<file path="config.mk">
export PLATFORM = sky130hd
export DESIGN_NAME = bus_timer
export DESIGN_NICKNAME = d
export VERILOG_FILES = /design/src/rtl/bus_timer.sv
export SDC_FILE = /design/constraint.sdc
export NUM_CORES = 1
export LEC_CHECK = 0
export ABC_CLOCK_PERIOD_IN_PS = 2600
export CAP_MARGIN = 20
export CELL_PAD_IN_SITES_DETAIL_PLACEMENT = 0
export CELL_PAD_IN_SITES_GLOBAL_PLACEMENT = 2
export CORE_ASPECT_RATIO = 1.1
export CORE_UTILIZATION = 36
export DETAILED_ROUTE_END_ITERATION = 10
export GPL_TIMING_DRIVEN = 1
export PLACE_DENSITY = 0.92
export SLEW_MARGIN = 20
export SYNTH_ARGS = -nofsm -noshare
export SYNTH_HDL_FRONTEND = slang
export SYNTH_SLANG_ARGS = --single-unit
</file>
<file path="constraint.sdc">
create_clock -name clk -period 2.6 [get_ports clk]
set_input_delay 0.52 -clock clk [delete_from_list [all_inputs] [get_ports clk]]
set_output_delay 0.52 -clock clk [all_outputs]
set_load 0.05 [all_outputs]
</file>
<file path="src/rtl/bus_timer.sv">
// bus_timer: memory-mapped 16-bit programmable interval timer with prescaler and level irq.
//   clk      system clock, rising edge
//   arst     synchronous active-low reset
//   cs/rd/wr active-low chip select, read and write strobes
//   addr     register index: 0 CTRL, 1 STATUS, 2/3 RELOAD, 4/5 COUNT, 6 PRESCALE, 7 reserved
//   data_in  write data; data_out/data_oe read data and its bus drive-enable
//   irq      level interrupt request, PEND & IRQ_EN
module bus_timer #(
    parameter logic [7:0]  PRESCALE_RST = 8'h00,
    parameter logic [15:0] RELOAD_RST   = 16'h0000
) (
    input  logic       clk,
    input  logic       arst,
    input  logic       cs,
    input  logic       rd,
    input  logic       wr,
    input  logic [2:0] addr,
    input  logic [7:0] data_in,
    output logic [7:0] data_out,
    output logic       data_oe,
    output logic       irq
);
    typedef enum logic {IDLE, RUN} state_t;
    state_t      state;
    logic        auto_rl, irq_en, pend, wacc_q, racc_q;
    logic [15:0] reload, count;
    logic [7:0]  prescale, pcnt, snap, rdata;
    logic        wacc, racc, wstb, rstb, ctrl_w, load, tick, expire, run;
    assign wacc   = !cs && !wr;
    assign racc   = !cs && !rd;
    // one commit per strobe: only the first cycle of an access acts; writes mask the read side effect
    assign wstb   = wacc && !wacc_q;
    assign rstb   = racc && !racc_q && !wacc;
    assign ctrl_w = wstb && addr == 3'd0;
    assign load   = ctrl_w && data_in[3];
    assign run    = state == RUN;
    assign tick   = run && pcnt == prescale;
    // LOAD overrides a coincident tick, so it also suppresses expiry
    assign expire = tick && count == 16'd0 && !load;
    always_ff @(posedge clk) begin
        if (!arst) begin
            state    <= IDLE;
            auto_rl  <= 1'b0;
            irq_en   <= 1'b0;
            pend     <= 1'b0;
            reload   <= RELOAD_RST;
            prescale <= PRESCALE_RST;
            count    <= 16'd0;
            pcnt     <= 8'd0;
            snap     <= 8'd0;
            wacc_q   <= 1'b0;
            racc_q   <= 1'b0;
            irq      <= 1'b0;
        end else begin
            wacc_q <= wacc;
            racc_q <= racc;
            irq    <= pend && irq_en;
            if (wstb) begin
                case (addr)
                    3'd0: begin
                        auto_rl <= data_in[1];
                        irq_en  <= data_in[2];
                    end
                    3'd2: reload[7:0]  <= data_in;
                    3'd3: reload[15:8] <= data_in;
                    3'd6: prescale     <= data_in;
                    default: ;
                endcase
            end
            if (rstb && addr == 3'd4)
                snap <= count[15:8];
            // held at 0 while idle, so an EN 0->1 write always restarts the prescaler from 0
            pcnt <= (load || !run || tick) ? 8'd0 : pcnt + 8'd1;
            if (load)
                count <= reload;
            else if (tick)
                count <= (count != 16'd0) ? count - 16'd1 : (auto_rl ? reload : count);
            // a CTRL write decides EN even on an expiry tick
            if (ctrl_w)
                state <= data_in[0] ? RUN : IDLE;
            else if (expire && !auto_rl)
                state <= IDLE;
            if (expire)
                pend <= 1'b1;
            else if (wstb && addr == 3'd1 && data_in[0])
                pend <= 1'b0;
        end
    end
    always_comb begin
        rdata = 8'h00;
        case (addr)
            3'd0: rdata = {5'b0, irq_en, auto_rl, run};
            3'd1: rdata = {6'b0, run, pend};
            3'd2: rdata = reload[7:0];
            3'd3: rdata = reload[15:8];
            3'd4: rdata = count[7:0];
            3'd5: rdata = snap;
            3'd6: rdata = prescale;
            default: rdata = 8'h00;
        endcase
    end
    // the bus is never driven while reset is held, even with rd active
    assign data_oe  = racc && arst;
    assign data_out = data_oe ? rdata : 8'h00;
endmodule

</file>
==> impl_metrics.ini <==
[sta]
hold_viol_final = 0
fin_ws_ns = 0.0813
maxSlewHeadroom_pct = 67.1
fin_crit_sh_pct = 96.9
rsz0062_at_grt = no
holdWs_ns = 0.486
period_needed_ns = 2.52
setup-violations-final = 0
slew_viol_final = 0
skew_ns = 0.0100
fmax_mhz = 397
worst_pin_slew_ns = 0.491

[synth]
synth_seq_cells = 63
synth_area_um2 = 3390
synth.avg_cell_area_um2 = 8.49
synth-warning-count = 0
synth_top_cell_by_area = dfxtp_1
yosysSeqAreaShare_pct = 37.2
syn-num-nets = 418
yosysTopAreaCellShare_pct = 37.2
synth_cells = 399
synth_edf_count = 0
synthTopCellsByArea = dfxtp_1, a21oi_1, nand2_1
synthFlopType = dfxtp_1
synthArstFlopShare_pct = 0
ys_types = 64

[worst_setup_path]
path_delay_family = buffers and inverters
cp_common_cell = buf_12
slowest_delay_ns = 0.44
critPathLaunch = addr[0]
reg2reg_slack_ns = 0.33
rr_worst_depth = 6
end_kind = output port
crit_type = input port to output port
path_cells = clkdlybuf4s15_1, buf_12, buf_6, mux2_2, a222oi_1, nor2_4, buf_12
cp_num_cells = 7
critPathBufInv = 4
cp.required_ns = 2.08
r2r-start = prescale[6]
r2r_end = count[10]
critPathArrivalTime_ns = 2.00
crit_fanout = 5
cpMaxStageDelayCell = a222oi_1
setup.worst_path.start_class = input port

[layout]
fin_util_pct = 47.9
fin_nets = 474
fin_cells = 574
drive_above_1_share_pct = 24.1
diodes = 0
syn_to_final_growth_pct = 27.2

[route]
wirelength_um = 10100
drt_iter0_markers = 295
dr_total_vias = 3263
ant_nets = 0
drc = 0
wire_per_inst_um = 17.6
viasPerCell = 5.68
firstDrtPassIters = 5

[placement]
dpl_worst_slack_ns = -0.141
place_congestion = 0.899
portBuffers = 25
dp_hpwl_um = 7490
placed_cells = 555

[floorplanning]
die_area_um2 = 9810
ios = 26
start_util_pct = 37.6
placementRows = 36
core-area_um2 = 9010
die_h_um = 104
die_x_um = 94.5

[min_path]
min_path_cells = 2
worstHoldStart = reload[11]
worstHoldPathType = flip-flop to flip-flop
whs_endpoint = reload[11]

[clocking]
htree_num_levels = 3
clock-sinks = 63
cts_tree = done
clkTransAtPathRegs_ns = 0.07
clk_latency_ns = 0.34
numCtsBuffers = 9
cts_hold_repair.buffers = 0
clk_path_buf_depth = 2
root_buffer = clkbuf_8

[grt]
antenna_found_initial = 0
grt_pass1_wl_um = 16300
grt_pass1_vias = 3213
grt_use_total_pct = 21.5
grt_max_degree = 38
gr-total-overflow = 0

[power_and_ir_drop]
total_power_uw = 1900
ir_drop_v = 0.000337
leakage_uw = 0.00175
powerDensity_nw_per_um2 = 440

[run]
maxCapViolCount = 0

[outcome]
status = completed
## area by class of cell
class,count,area [µm²]
Clock inverter,6,37.5
Fill cell,894,4700
Tap cell,114,143
Clock buffer,10,128
Sequential cell,63,1260
Timing Repair Buffer,67,678
Multi-Input combinational cell,307,2040
Inverter,7,26.3
## per-stage QoR
step	cell area [µm²]	setup TNS, ns
after global routing	4310	0
after CTS	4280	0
after global placement	4100	-1.00
after detailed placement	4100	-1.59
after floorplan	3420	0
final	4310	0
## state kept, by name, summed over array words and instances, names as in the netlist
register / flops
irq_en: 1
prescale: 8
run: 1
pend: 1
racc_q: 1
count: 16
wacc_q: 1
irq: 1
reload: 16
pcnt: 8
snap: 8
auto_rl: 1
## cells by family (layout without fill, tap and decap cells)
group           after synthesis  after routing  share of synthesized area (%)
simple gates                179            179                           28.3
flops                        63             63                           37.2
fa+ha+maj                     3              3                           1.11
buf+inv                      29             90                           4.39
xor+xnor                     16             16                           4.13
compound gates               91             91                           18.9
mux                          18             18                           5.98
## layout by cell type (no fill, tap or decap), drive strengths merged, types with 5 or more instances in the layout
cell type,netlist,final
nand2,52,52
buf,10,51
mux2i,9,9
mux2,8,8
inv,7,7
a21oi,39,39
clkbuf,12,10
nor2,38,38
a222oi,5,5
nor3,12,12
clkdlybuf4s50,0,13
nand3,39,39
o21ai,8,8
nor4,8,8
a22o,7,7
a211o,7,7
dfxtp,63,63
xor2,12,12
## layer usage
| layer | GRT usage [%] | wire, µm |
|---|---|---|
| met5 | 0 | 0 |
| met3 | 3.30 | 484 |
| met4 | 8.23 | 155 |
| met1 | 27.9 | 4500 |
| met2 | 35.3 | 4980 |
## power breakdown
group / switching, µW / internal, µW / total, µW
Sequential: 7.59 / 971 / 979
Combinational: 99.5 / 82.4 / 182
Clock: 395 / 340 / 735
## worst max path at each step
| stage | slack, ns | endpoint |
|---|---|---|
| finish | 0.08 | data_out[3] |
| detailed placement | -0.14 | data_out[2] |
| global route | 0.01 | data_out[5] |
| CTS | 0.02 | data_out[4] |
| floorplan | 0.04 | data_out[6] |
| global placement | -0.14 | data_out[2] |
## cells in the mapped netlist, drive strengths merged, types with 3 or more instances
library cell and count:
a22o 7, mux2i 9, a222oi 5, mux2 8, a22oi 3, nand2 52
nor4b 4, inv 7, o21ai 8, dfxtp 63, nor2 38, clkbuf 12
and2 4, buf 10, nor3 12, nand4 3, a211o 7, or3 4
a221o 3, and3 4, xor2 12, nor2b 4, nand3 39, xnor2 4
ha 3, a21oi 39, nor4 8
## repair_timing
item / in CTS / in global routing
pin swaps: 3 / 4
buffers inserted: 2 / 2
endpoints found under the setup margin: 8 / 5
gates cloned: 1 / 0
gates resized for setup: 7 / 7
## worst register-to-register path, stage by stage, from the launching register on
cell	delay, ns
dfxtp_1	0.35
xor2_1	0.19
nor4_4	0.38
nand4_4	0.38
nor4_2	0.55
nor2b_1	0.24
a211o_2	0.12
Power figures use the tool's default switching activity.
